## src/rtl/lvds_adc_pkg.sv

```systemverilog
// Shared definitions for the LVDS sigma-delta ADC controller.
// Holds the FSM state encoding, the parameter defaults and the sample width rule.
package lvds_adc_pkg;

    typedef enum logic [1:0] {
        ST_IDLE   = 2'd0,
        ST_SETTLE = 2'd1,
        ST_ACCUM  = 2'd2
    } adc_state_t;

    localparam int DEF_WINDOW_LOG2   = 8;
    localparam int DEF_SETTLE_CYCLES = 64;

    // A full window of ones equals 2^WINDOW_LOG2, which needs one extra bit.
    function automatic int data_width(input int window_log2);
        return window_log2 + 1;
    endfunction

endpackage

```

## src/rtl/lvds_adc_ctrl_if.sv

```systemverilog
// Result handshake between the ADC controller (master) and its consumer (slave).
interface lvds_adc_ctrl_if
    import lvds_adc_pkg::*;
#(
    parameter int WINDOW_LOG2 = DEF_WINDOW_LOG2
);

    logic [data_width(WINDOW_LOG2)-1:0] sample_data;
    logic                               sample_valid;
    logic                               sample_ready;

    modport master (
        output sample_data,
        output sample_valid,
        input  sample_ready
    );

    modport slave (
        input  sample_data,
        input  sample_valid,
        output sample_ready
    );

endinterface

```

## src/rtl/lvds_adc_accum.sv

```systemverilog
// Decimation window counter and ones accumulator.
// win_end marks the last cycle of a window; win_sum already includes that cycle's bit.
module lvds_adc_accum
    import lvds_adc_pkg::*;
#(
    parameter int WINDOW_LOG2 = DEF_WINDOW_LOG2
) (
    input  logic                               CLK,
    input  logic                               RST,
    input  logic                               run,
    input  logic                               comp_in,
    output logic                               win_end,
    output logic [data_width(WINDOW_LOG2)-1:0] win_sum
);

    localparam int DW = data_width(WINDOW_LOG2);

    logic [WINDOW_LOG2-1:0] win_cnt;
    logic [DW-1:0]          ones_acc;

    assign win_end = run && (win_cnt == {WINDOW_LOG2{1'b1}});
    assign win_sum = ones_acc + {{WINDOW_LOG2{1'b0}}, comp_in};

    // Dropping run clears everything, so each window starts from a fresh zero.
    always_ff @(posedge CLK) begin
        if (RST || !run) begin
            win_cnt  <= '0;
            ones_acc <= '0;
        end else if (win_end) begin
            win_cnt  <= '0;
            ones_acc <= '0;
        end else begin
            win_cnt  <= win_cnt + 1'b1;
            ones_acc <= win_sum;
        end
    end

endmodule

```

## src/rtl/lvds_adc_ctrl.sv

```systemverilog
// LVDS sigma-delta ADC controller: settle/accumulate FSM, feedback drive,
// result handshake and sticky overrun reporting.
module lvds_adc_ctrl
    import lvds_adc_pkg::*;
#(
    parameter int WINDOW_LOG2   = DEF_WINDOW_LOG2,
    parameter int SETTLE_CYCLES = DEF_SETTLE_CYCLES
) (
    input  logic            CLK,
    input  logic            RST,
    input  logic            start,
    input  logic            stop,
    input  logic            continuous,
    input  logic            comp_in,
    output logic            fb_out,
    output logic            busy,
    output logic            overrun,
    input  logic            overrun_clr,
    lvds_adc_ctrl_if.master smp
);

    localparam int DW = data_width(WINDOW_LOG2);
    localparam int SW = (SETTLE_CYCLES > 1) ? $clog2(SETTLE_CYCLES) : 1;
    localparam logic [SW-1:0] SETTLE_LAST = SW'((SETTLE_CYCLES > 0) ? SETTLE_CYCLES - 1 : 0);

    adc_state_t    state;
    adc_state_t    state_nxt;
    logic          accept;
    logic          cont_q;
    logic [SW-1:0] settle_cnt;
    logic          settle_done;
    logic          accum_run;
    logic          win_end;
    logic [DW-1:0] win_sum;
    logic          xfer;

    assign settle_done = (settle_cnt == SETTLE_LAST);
    assign accum_run   = (state == ST_ACCUM) && !stop;
    assign xfer        = smp.sample_valid && smp.sample_ready;

    lvds_adc_accum #(
        .WINDOW_LOG2(WINDOW_LOG2)
    ) u_accum (
        .CLK     (CLK),
        .RST     (RST),
        .run     (accum_run),
        .comp_in (comp_in),
        .win_end (win_end),
        .win_sum (win_sum)
    );

    always_ff @(posedge CLK) begin
        if (RST) begin
            state <= ST_IDLE;
        end else begin
            state <= state_nxt;
        end
    end

    // stop takes priority everywhere, including over a simultaneous start in IDLE.
    always_comb begin
        state_nxt = state;
        accept    = 1'b0;
        unique case (state)
            ST_IDLE: begin
                if (start && !stop) begin
                    accept    = 1'b1;
                    state_nxt = (SETTLE_CYCLES == 0) ? ST_ACCUM : ST_SETTLE;
                end
            end
            ST_SETTLE: begin
                if (stop) begin
                    state_nxt = ST_IDLE;
                end else if (settle_done) begin
                    state_nxt = ST_ACCUM;
                end
            end
            ST_ACCUM: begin
                if (stop) begin
                    state_nxt = ST_IDLE;
                end else if (win_end) begin
                    state_nxt = cont_q ? ST_ACCUM : ST_IDLE;
                end
            end
            default: begin
                state_nxt = ST_IDLE;
            end
        endcase
    end

    always_ff @(posedge CLK) begin
        if (RST) begin
            cont_q     <= 1'b0;
            settle_cnt <= '0;
            busy       <= 1'b0;
            fb_out     <= 1'b0;
        end else begin
            if (accept) begin
                cont_q <= continuous;
            end
            settle_cnt <= ((state == ST_SETTLE) && (state_nxt == ST_SETTLE)) ? settle_cnt + 1'b1 : '0;
            busy       <= (state_nxt != ST_IDLE);
            fb_out     <= (state_nxt != ST_IDLE) && comp_in;
        end
    end

    // A finished window may load only if the holding register is free or being drained now.
    always_ff @(posedge CLK) begin
        if (RST) begin
            smp.sample_data  <= '0;
            smp.sample_valid <= 1'b0;
            overrun          <= 1'b0;
        end else begin
            if (win_end) begin
                if (!smp.sample_valid || xfer) begin
                    smp.sample_data  <= win_sum;
                    smp.sample_valid <= 1'b1;
                end
            end else if (xfer) begin
                smp.sample_valid <= 1'b0;
            end

            if (win_end && smp.sample_valid && !xfer) begin
                overrun <= 1'b1;
            end else if (overrun_clr) begin
                overrun <= 1'b0;
            end
        end
    end

endmodule

```

## src/flat_wrapper.sv

```systemverilog
// flat-port wrapper written by rule: the top's interface ports become plain ports
module lvds_adc_ctrl_flat import lvds_adc_pkg::*;
#(
    parameter int WINDOW_LOG2   = DEF_WINDOW_LOG2,
    parameter int SETTLE_CYCLES = DEF_SETTLE_CYCLES
)
  (CLK, RST, start, stop, continuous, comp_in, fb_out, busy, overrun, overrun_clr, smp_sample_data, smp_sample_valid, smp_sample_ready);
  lvds_adc_ctrl_if #(.WINDOW_LOG2(WINDOW_LOG2)) smp_i ();
  input  logic CLK;
  input  logic RST;
  input  logic start;
  input  logic stop;
  input  logic continuous;
  input  logic comp_in;
  output logic fb_out;
  output logic busy;
  output logic overrun;
  input  logic overrun_clr;
  output wire logic [$bits(smp_i.sample_data)-1:0] smp_sample_data;
  output wire logic [$bits(smp_i.sample_valid)-1:0] smp_sample_valid;
  input wire logic [$bits(smp_i.sample_ready)-1:0] smp_sample_ready;
  assign smp_sample_data = smp_i.sample_data;
  assign smp_sample_valid = smp_i.sample_valid;
  assign smp_i.sample_ready = smp_sample_ready;
  lvds_adc_ctrl #(.WINDOW_LOG2(WINDOW_LOG2), .SETTLE_CYCLES(SETTLE_CYCLES)) u_core (.CLK(CLK), .RST(RST), .start(start), .stop(stop), .continuous(continuous), .comp_in(comp_in), .fb_out(fb_out), .busy(busy), .overrun(overrun), .overrun_clr(overrun_clr), .smp(smp_i));
endmodule
```

## config.mk

```make
export PLATFORM = sky130hd
export DESIGN_NAME = lvds_adc_ctrl_flat
export DESIGN_NICKNAME = d
export VERILOG_FILES = /design/src/rtl/lvds_adc_pkg.sv /design/src/rtl/lvds_adc_ctrl_if.sv /design/src/rtl/lvds_adc_accum.sv /design/src/rtl/lvds_adc_ctrl.sv /design/src/flat_wrapper.sv
export SDC_FILE = /design/constraint.sdc
export NUM_CORES = 1
export LEC_CHECK = 0
export CAP_MARGIN = 20
export CORE_ASPECT_RATIO = 2
export CORE_MARGIN = 3
export CORE_UTILIZATION = 48
export CTS_BUF_LIST = sky130_fd_sc_hd__clkbuf_4 sky130_fd_sc_hd__clkbuf_8 sky130_fd_sc_hd__clkbuf_16
export CTS_CLUSTER_DIAMETER = 150
export DETAILED_ROUTE_END_ITERATION = 10
export PLACE_DENSITY = 0.72
export SLEW_MARGIN = 20
export SYNTH_ARGS = -nofsm -noshare
export SYNTH_HDL_FRONTEND = slang
export SYNTH_HIERARCHICAL = 1
export SYNTH_SLANG_ARGS = --single-unit
export TNS_END_PERCENT = 50
```

## constraint.sdc

```tcl
create_clock -name CLK -period 1.7 [get_ports CLK]
set_clock_uncertainty 0.1 [all_clocks]
set_input_delay 0.425 -clock CLK [delete_from_list [all_inputs] [get_ports CLK]]
set_output_delay 0.425 -clock CLK [all_outputs]
set_load 0.005 [all_outputs]
```

Word level (Yosys, flattened, before mapping) --
Index checks and enable logic that the tools add are counted.
Storage, ports and cells: output and inout bits 13, bits of input ports 8, register bits after elaboration 39
Operators by class: mux-type cells 14, equal/unequal tests 6, add/sub/neg operators 3, reduce and logical (&&, ||, !) cells 22, bitwise operators 1
Operators by type and width (number):
- 2-bit two-way mux | 6
- 9-bit by 1-bit adder with 9-bit output | 1
- 8-bit by 1-bit adder with 8-bit output (second input constant) | 1
- 8-bit equality test (second input constant) | 1
- 1-bit logical AND | 8
- 1-bit two-way mux | 7
- 6-bit by 1-bit adder with 6-bit output (second input constant) | 1
- 6-bit equality test (second input constant) | 1
- 2-bit case mux with 3 select lines | 1
- 2-bit nonzero test | 3
- 2-bit by 1-bit equality test with 1-bit output (second input constant) | 2
- 1-bit logical NOT | 4
- 2-bit AND reduction | 2
- 2-bit OR reduction | 2
- 2-bit equality test (second input constant) | 1
- 2-bit logical NOT | 1
- 1-bit logical OR | 2
- 2-bit != test (second input constant) | 1
- 1-bit NOT | 1

Depth between registers and ports, before layout --
depth after elaboration 10, gate-level depth with buffers 8, gate-level depth less buffers 7

Hierarchy --
The synthesis kept the hierarchy.
By module, submodules not included:
- lvds_adc_ctrl | area each 874.6 µm², times used 1, cells each 97
- lvds_adc_accum | area each 745.7 µm², times used 1, cells each 84

Least setup slack after synthesis --
OpenSTA, ideal clock, no wires.
kind reg2reg, start point register u_core.state[1], end point register u_core.smp.sample_data[0], slack 0.011 ns, arrival time 1.457 ns, data required time 1.468 ns, period minus slack after synthesis 1.689 ns, cell stages (with the launch flop) 9, path buffers 1, cell sequence dfxtp_1 -> nor2b_1 -> nor2b_1 -> nand3_1 -> nor3_1 -> inv_1 -> clkbuf_1 -> o21ai_0 -> a21oi_1
On the way: cells in the longest elaborated chain, start to end 4
RTL lines:
- from (decl) | RTL line lvds_adc_ctrl.sv:26 | adc_state_t state;
- from (signal assigned) | RTL line lvds_adc_ctrl.sv:56 | state <= state_nxt;
- 2-bit equality test | RTL line lvds_adc_ctrl.sv:38 | assign accum_run = (state == ST_ACCUM) && !stop;
- 1-bit logical AND | RTL line lvds_adc_ctrl.sv:38
- net u_core.accum_run | RTL line lvds_adc_ctrl.sv:32 | logic accum_run;
- 1-bit logical AND | RTL line lvds_adc_accum.sv:21 | assign win_end = run && (win_cnt == {WINDOW_LOG2{1'b1}});
- net u_core.win_end | RTL line lvds_adc_ctrl.sv:33 | logic win_end;
- 2-bit AND reduction (no line)
- to (signal assigned) | RTL line lvds_adc_ctrl.sv:116 | smp.sample_data <= win_sum;
- to (decl) | RTL line lvds_adc_ctrl_if.sv:13 | output sample_data,
The timed path passes the listed nets, and every way through them passes these cells. A chain may end at the register's enable or synchronous reset.

Worst setup path in the final report --
start point register u_core.smp.sample_data[6], end point output port smp_sample_data[6]
RTL lines:
- to (decl) | RTL line flat_wrapper.sv:19 | output wire logic [$bits(smp_i.sample_data)-1:0] smp_sample_data;
No word-level cell between the ends.

==> flow_summary.yaml <==
logic_synthesis:
  synth_fp_nets: 193
  synth-seq-cells: 39
  synth.distinct_cells: 34
  syn_area_mm2: 0.00162
  netlist_instances: 181
  synth_top_area_cell: "dfxtp_1"
  synth.avg_cell_area_um2: 8.95
  yosysWarnings: 6
  synth_top_area_share_pct: 48.2
  synthTopCellsByArea: "dfxtp_1 (48%), nand3_1 (5.9%), a21oi_1 (5.6%)"
  ys_seq_area_share_pct: 48.2
timing:
  finalSetupViolCount: 0
  period_needed_ns: 1.67
  fin_crit_sh_pct: 98.1
  slew-limit-headroom_pct: 50.0
  worst_pin_slew_ns: 0.749
  drv_slew: 0
  rsz0062_at_grt: "true"
  hold_viol_final: 0
  clock.fmax_mhz: 599
power:
  p_leak_uw: 0.000845
  sw_frac_of_total_pct: 19.7
  total_power_uw: 1770
  p_switching_uw: 349
  power_frac_comb_pct: 2.9
  irDropWorstVdd_v: 0.000990
  powerDensity_mw_per_mm2: 803
  clockPowerShare_pct: 45.1
  sequentialPowerShare_pct: 52.0
  internal_power_uw: 1420
global_routing:
  grt_pass1_wl_um: 6320
  grt_max_degree: 19
  grt_pass1_vias: 1481
  grt_usage_pct: 21.0
  grt-ovfl-total: 0
  antenna_found_initial: 0
setup_path:
  max_stage_delay_ns: 0.52
  cp-start-kind: "flop"
  worstSetupPathType: "reg2out"
  path_cells: "clkdlybuf4s50_1"
  critPathMaxFanout: 2
  worst-path-buf-inv: 1
  crit_path_end_kind: "output port"
  cp.required_ns: 1.17
  worst_ep_arrival_time_ns: 1.14
  critPathTopFamily: "buffers and inverters"
  slowest_stage: "clkdlybuf4s50_1"
drt:
  vias: 1467
  drt-pass1-iter-count: 5
  vias_per_cell: 5.73
  wl_um: 3870
  drt_iter0_drc: 23
  antenna_left: 0
  drc: 0
  wire_per_inst_um: 15.1
cells_and_area:
  final_common_cell: "dfxtp_1"
  num_antenna_cells: 0
  mostFrequentLayoutCells: "dfxtp_1 (37), buf_4 (21), nand3_1 (19), nor2_1 (16), a21oi_1 (16)"
  fillCellCount: 243
  area_growth_pct: 36.0
  fin_area_mm2: 0.00220
  fin_util_pct: 69.0
  layout.cells.non_filler: 256
  final_layout_size_suffix_gt1_share_pct: 24.4
  nets: 236
placement:
  hpwl_um: 2890
  postPlaceCellArea_mm2: 0.00201
  placedCellCount: 248
  port_buffers: 20
  routabilityCongestion: 0.806
die:
  ioPinCount: 21
  core_mm2: 0.00319
  die_w_um: 47.1
  fp-row-count: 29
  fp.dieH_um: 88.2
  start_util_pct: 50.7
  dieArea_mm2: 0.00415
cts:
  insertion_delay_ns: 0.30
  numCtsBuffers: 5
  cts_buffer_depth: 2
  postCtsHoldBufs: 0
  htree_levels: 2
  cts_tree: "yes"
  clock-sinks: 39
  cts_root_buf: "clkbuf_8"
  path_clk_slew_ns: 0.07
flow_run:
  max_cap_viol_count: 0
hold_path:
  hp-class: "reg2reg"
outcome:
  outcome: "finished, final reports clean"
[logic make-up (layout without fill, tap and decap cells)]
| kind of cell | Yosys count | count (layout) | share of synthesized area, % |
|---|---|---|---|
| adders and majority gates | 4 | 4 | 3.09 |
| and+or+nand+nor | 69 | 69 | 23.0 |
| xor gates and xnor gates | 9 | 9 | 4.86 |
| DFF | 39 | 39 | 48.2 |
| buffers and inverters | 14 | 58 | 3.55 |
| muxes | 1 | 1 | 0.618 |
| AOI/OAI and AO/OA | 45 | 45 | 16.7 |
[flip-flops by register name, summed over array words and instances, names as in the netlist]
name and flops:
u_core/u_accum/win_cnt 8, u_core/settle_cnt 6, u_core/smp.sample_valid 1, u_core/smp.sample_data 9, u_core/overrun 1, u_core/fb_out 1, u_core/u_accum/ones_acc 9, u_core/busy 1
u_core/state 2, u_core/cont_q 1
[final timing paths]
| path | cells past startpoint | startpoint | slack [ns] | endpoint |
|---|---|---|---|---|
| min | 2 | u_core/smp.sample_data[4] | 0.37 | u_core/smp.sample_data[4] |
| max | 1 | u_core/smp.sample_data[6] | 0.03 | smp_sample_data[6] |
| max reg2reg | 7 | u_core/state[1] | 0.09 | u_core/u_accum/ones_acc[7] |
| min reg2reg | 2 | u_core/smp.sample_data[4] | 0.37 | u_core/smp.sample_data[4] |
[tightest hold or removal path, cell delays in order, from the launching register on]
cell,delay (ns)
dfxtp_2,0.33
o21ai_2,0.06
a21oi_2,0.05
[metrics by stage]
| stage | setup WS, ns | setup TNS, ns | hold WS (ns) |
|---|---|---|---|
| 2_1_floorplan | 0.0107 | 0 | 0.329 |
| 3_3_place_gp | -0.456 | -9.95 | 0.356 |
| 3_5_place_dp | -0.481 | -11.34 | 0.368 |
| 4_1_cts | 0.00627 | 0 | 0.385 |
| 5_1_grt | -0.0105 | -0.0112 | 0.382 |
| 6_report | 0.0318 | 0 | 0.369 |
[synth_stat cells (all sizes together)]
library cell / number
dfxtp: 39
nand3: 21
a21oi: 19
nor2: 16
o21ai: 16
nand2: 10
nor2b: 8
inv: 7
or3: 6
clkbuf: 5
xor2: 5
ha: 4
xnor2: 4
a2111oi: 2
a211oi: 2
buf: 2
nand2b: 2
o21bai: 2
o31ai: 2
or4b: 2
mux2i: 1
nand4: 1
nor3: 1
nor4b: 1
o21a: 1
o221a: 1
or4: 1
[power by group through the flow]
stage	clock network [µW]	registers, µW	logic [µW]
floorplan	0	942	16.5
global placement	0	941	48.2
detailed placement	0	941	49.5
CTS	818	920	50.5
global route	853	921	55.4
finish	798	920	50.7
[routing by layer]
layer / share of wire [%] / wire length (µm) / vias up / GRT usage, %
li1: - / - / 717 / -
met1: 36 / 1400 / 697 / 21.7
met2: 55 / 2140 / 39 / 36.2
met3: 5.5 / 213 / 14 / 6.17
met4: 3.0 / 117 / 0 / 10.8
met5: 0 / 0 / - / 0
[what timing repair did]
action                                  4_1_cts  5_1_grt
endpoints found under the setup margin       22       28
pin swaps                                     2        1
gates resized for setup                      13       18
buffers inserted                              1        0
hold endpoints to repair                      0        0
[area by class of cell]
cell class	count	area (µm²)	share of cell area [%]
Multi-Input combinational cell	128	841	38.2
Sequential cell	39	783	35.5
Timing Repair Buffer	43	397	18.0
Clock buffer	6	82.6	3.75
Tap cell	31	38.8	1.76
Clock inverter	2	35.0	1.59
Inverter	7	26.3	1.19
Note: power is estimated with default switching activity, not from simulation.
==> variant 1: new RTL, same flow settings <==
Encoding of `adc_state_t`: now one-hot (3 bits for 3 states).
--- a/src/rtl/lvds_adc_pkg.sv
+++ b/src/rtl/lvds_adc_pkg.sv
@@ -4,6 +4,6 @@
 
-    typedef enum logic [1:0] {
-        ST_IDLE   = 2'd0,
-        ST_SETTLE = 2'd1,
-        ST_ACCUM  = 2'd2
+    typedef enum logic [2:0] {
+        ST_IDLE   = 3'b001,
+        ST_SETTLE = 3'b010,
+        ST_ACCUM  = 3'b100
     } adc_state_t;
Behaviour: no difference found for any inputs over 10 cycles, from zero or initial values and one cycle with RST high; not proved beyond that.
==> variant 1 against the original RTL <==
Synthesized cell count decreased by 1.7%. Sequential power increased by 3.6%. Setup slack improved by 0.021 ns. Cell area increased by 1.1%. Combinational power increased by 67%. Synthesized area increased by 2.5%. Register-to-register slack got worse by 0.02 ns. Wire length decreased by 4.1%. Non-clock buffer count decreased by 6. Sequential cell count increased by 1. Utilization about the same. Power increased by 5.7%. Critical endpoint is now smp_sample_data[5]. Largest cell class unchanged.
==> variant 1: results (changes against the original RTL) <==
| Metric | Value |
|---|---|
| Area contributors post-synth | dfxtp_1, nor2_1, mux2i_1 |
| Met1 Wirelength | 1190 um (-15%) |
| Vias/cell | 5.57 (-2.9%) |
| Leakage Power | 0.937 nW (+11%) |
| Drt pass-1 iters | 4 (-1) |
| Crit path from | u_core/smp.sample_data[5] |
| Status | finished, final reports clean |
| Met3 WL | 116 um (-46%) |
| Hold_sp | u_core/u_accum/win_cnt[0] |
| M1 GR Usage | 16.5% (-5.2 points) |
| Syn Nets | 190 (-1.6%) |
| Post-synthesis cell count | 178 (-1.7%) |
| Synth top cells by count | dfxtp_1, nor2_1, nand3_1 |
| Post-synthesis xor/xnor area fraction | 5.28% (+0.41 points) |
| Arr. time, crit path | 1.12 ns (-0.02 ns) |
| Pre-CTS WS | -0.529 ns (-0.0483 ns) |
| Routing usage on met3 | 5.65% (-0.53 points) |
| First-pass GRT wire length | 6060 um (-4.1%) |
| Placed Instances | 242 (-2.4%) |
| Distinct cell type count after synthesis | 37 (+8.8%) |
| DR iter-0 viols | 26 (+13%) |
| Share of cells above drive strength 1 | 21.8% (-2.6 points) |
| GP Congestion | 0.804 (-0.31%) |
| Via Count | 1397 (-4.8%) |
| Nets | 231 (-2.1%) |
| GRT Total Usage | 20.1% (-0.91 points) |
| Sw Ratio | 19.2% (-0.47 points) |
| Met2 Use GR | 38.5% (+2.3 points) |
| Setup bufs post-CTS | 0 (-1) |
| Max IR drop VDD | 0.682 mV (-31%) |
| Met2 wire len | 2290 um (+7.3%) |
| Filler cells | 249 (+2.5%) |
| Mux cell area share after synthesis | 6.03% (+5.4 points) |
| Synth Area in Compound Gates | 10.1% (-6.6 points) |
-- variant 1: cell count changes after synthesis, moves of 2 or more --
| cell | change |
|---|---|
| inv_1 | +3 |
| a2111oi_0 | -2 |
| o21bai_1 | -2 |
| nand3_1 | -6 |
| o21ai_0 | -10 |
| nor2_1 | +13 |
| a21oi_1 | -9 |
| mux2i_1 | +9 |
| nor4b_2 | +2 |
| nor2b_1 | -2 |
| clkbuf_1 | -4 |
-- variant 1: layout make-up --
type	instances	area (um^2)	share of cell area, %
multi-input combinational	125	871	39.1
inverter	10	37.5	1.69
sequential	40	806	36.2
clock inverter	1	30.0	1.35
tap	31	38.8	1.74
clock buffer	7	96.3	4.33
timing repair buffer	37	348	15.6
-- variant 1: power by group through the flow --
stage               combinational (mW)  sequential [mW]  clock, mW
detailed placement              0.0848            0.974          0
global route                    0.0930            0.953      0.889
global placement                0.0819            0.974          0
floorplan                       0.0346            0.976          0
CTS                             0.0838            0.952      0.850
finish                          0.0848            0.953      0.832
-- variant 1: worst paths after layout --
kind / end / slack [ns] / depth (start not counted)
hold / removal: u_core/u_accum/win_cnt[0] / 0.37 / 1
setup reg to reg: u_core/smp.sample_data[2] / 0.07 / 7
setup / recovery: smp_sample_data[5] / 0.05 / 1
hold reg to reg: u_core/u_accum/win_cnt[0] / 0.37 / 1
-- variant 1: what timing repair did --
action / CTS / global route
gates cloned: 1 / 0
pin swaps: 4 / 2
setup endpoints to repair: 29 / 17
gates resized for setup: 11 / 9
-- variant 1: logic make-up (layout without fill, tap and decap cells) --
family                   after synthesis  after routing
AO/OA/AOI/OAI                         25             25
XOR/XNOR                              10             10
adder cells (fa/ha/maj)                4              4
buffers and inverters                 13             55
flip-flops                            40             40
multiplexers                          10             10
AND/OR/NAND/NOR                       76             76
==> variant 2: new RTL, same settings <==
Without the edit above. Set the package constant `DEF_SETTLE_CYCLES` to 32 (it was 64).
--- a/src/rtl/lvds_adc_pkg.sv
+++ b/src/rtl/lvds_adc_pkg.sv
@@ -11,3 +11,3 @@
     localparam int DEF_WINDOW_LOG2   = 8;
-    localparam int DEF_SETTLE_CYCLES = 64;
+    localparam int DEF_SETTLE_CYCLES = 32;
 
Formal check against the unedited RTL: no difference found for any inputs over 10 cycles, from zero or initial values and one cycle with RST high; that may be too few to reach the edited logic, so the function may still have changed.
==> variant 2 against the original RTL <==
Sequential cell count fell by 1. Synthesized cell count is 3.9% lower. Cell area is 3.3% lower. Setup slack improved by 0.024 ns. Wire length fell by 9.9%. Register-to-register slack hardly changed. Synthesized area shrank 3.5%. Power decreased by 11%. Critical path type unchanged. Critical endpoint is now smp_sample_data[2].
==> variant 2: results (changes against the original RTL) <==
| Metric | Value |
|---|---|
| Sequential share of the synthesized area | 48.6% (+0.45 points) |
| Placed Instances | 235 (-5.2%) |
| Adder-cell share of the synthesized area | 4.00% (+0.91 points) |
| Worst R2R Start | u_core/settle_cnt[0] |
| Vias in the first global route | 1427 (-3.6%) |
| GRT Total Usage | 20.3% (-0.70 points) |
| Worst Path Max Fanout | 2 (unchanged) |
| Drt pass-1 iters | 4 (-1) |
| Status | finished, final reports clean |
| Worst path max stage delay | 0.50 ns (-0.02 ns) |
| Area contributors post-synth | dfxtp_1, nand3_1, a21oi_1 |
| Dpl cell area | 0.00190 mm^2 (-5.4%) |
| Routing usage on met3 | 4.78% (-1.4 points) |
| Routed len/inst | 14.2 um (-6.3%) |
| Post-synthesis xor/xnor area fraction | 4.48% (-0.38 points) |
| Distinct cell type count after synthesis | 37 (+8.8%) |
| Mux cell area share after synthesis | 0.640% (+0.022 points) |
| Crit path from | u_core/smp.sample_data[2] |
| Post-DP HPWL | 2540 um (-12%) |
| Minimum clock period | 1.64 ns (-0.0243 ns) |
| Synth top cells by count | dfxtp_1, nand3_1, a21oi_1 |
| Synth Area in Compound Gates | 14.4% (-2.3 points) |
| Arr. time, crit path | 1.12 ns (-0.02 ns) |
| Post-synth ARST share | 0% (unchanged) |
| Hold_sp | u_core/settle_cnt[0] |
| Leakage Power | 0.837 nW (-0.93%) |
| Vias/cell | 5.45 (-4.9%) |
| Worst r2r dst | u_core/fb_out |
| DR iter-0 viols | 16 (-30%) |
| GP Congestion | 0.790 (-1.9%) |
| First-pass GRT wire length | 6070 um (-4.0%) |
| Nets | 228 (-3.4%) |
| Hold slack | 0.323 ns (-0.0454 ns) |
| Clock Latency Late Sink | 0.28 ns (-0.02 ns) |
| Filler cells | 242 (-0.41%) |
| Net Sw Power | 0.327 mW (-6.4%) |
| Share of cells above drive strength 1 | 26.4% (+1.9 points) |
| M1 GR Usage | 20.3% (-1.5 points) |
| Clock-pin slew on the worst setup and hold paths | 0.08 ns |
| Final cell count without fillers | 246 (-3.9%) |
| Max IR drop VDD | 0.669 mV (-32%) |
| Pre-CTS WS | -0.566 ns (-0.0856 ns) |
| Critical path capture point | smp_sample_data[2] |
| Reg2Reg Setup Slack | 0.09 ns (about the same) |
| Mean Syn Cell Area | 8.99 um^2 (+0.41%) |
| Met2 Use GR | 37.1% (+0.88 points) |
| Relative max-transition margin | 74.8% (+25 points) |
| Syn Nets | 187 (-3.1%) |
## variant 2: power by group through the flow
stage | clock network [mW] | registers, mW | logic (mW)
after floorplan | 0 | 0.918 | 0.0198
after global placement | 0 | 0.916 | 0.0531
after detailed placement | 0 | 0.917 | 0.0547
after CTS | 0.640 | 0.896 | 0.0553
after global routing | 0.684 | 0.897 | 0.0639
final | 0.622 | 0.897 | 0.0588
## variant 2: repair_timing
item | in CTS | in global routing
gates cloned | 1 | 0
setup buffers | 1 | 1
endpoints found under the hold margin | 0 | 0
gates resized for setup | 17 | 24
endpoints found under the setup margin | 28 | 27
pin swaps | 4 | 6
## variant 2: cells by family after synthesis
logic type / count (synthesis)
adder cells (fa/ha/maj): 5
buffers and inverters: 13
AO/OA/AOI/OAI: 39
multiplexers: 1
XOR/XNOR: 8
flip-flops: 38
AND/OR/NAND/NOR: 70
## variant 2: area by class of cell
cell class | count | area (um^2) | share of cell area, %
clock buffers | 6 | 82.6 | 3.88
clock inverters | 2 | 12.5 | 0.587
inverters | 7 | 26.3 | 1.23
multi-input cells | 123 | 845 | 39.6
flip-flops and latches | 38 | 764 | 35.9
well taps | 30 | 37.5 | 1.76
repair buffers | 40 | 363 | 17.0
## variant 2: how the worst min path moves through the flow
stage	end	cells after the start
after floorplan	u_core/settle_cnt[0]	1
after global placement	u_core/settle_cnt[0]	1
after detailed placement	u_core/settle_cnt[0]	1
after CTS	u_core/settle_cnt[0]	1
after global routing	u_core/settle_cnt[0]	1
final	u_core/settle_cnt[0]	1
## variant 2: metal layers
metal	part of all wire, %	up-vias	routed length (um)
met2	56	22	1960
met3	3.5	10	121
li1	-	694	-
met5	0	-	0
met4	3.3	0	116
met1	37	615	1290
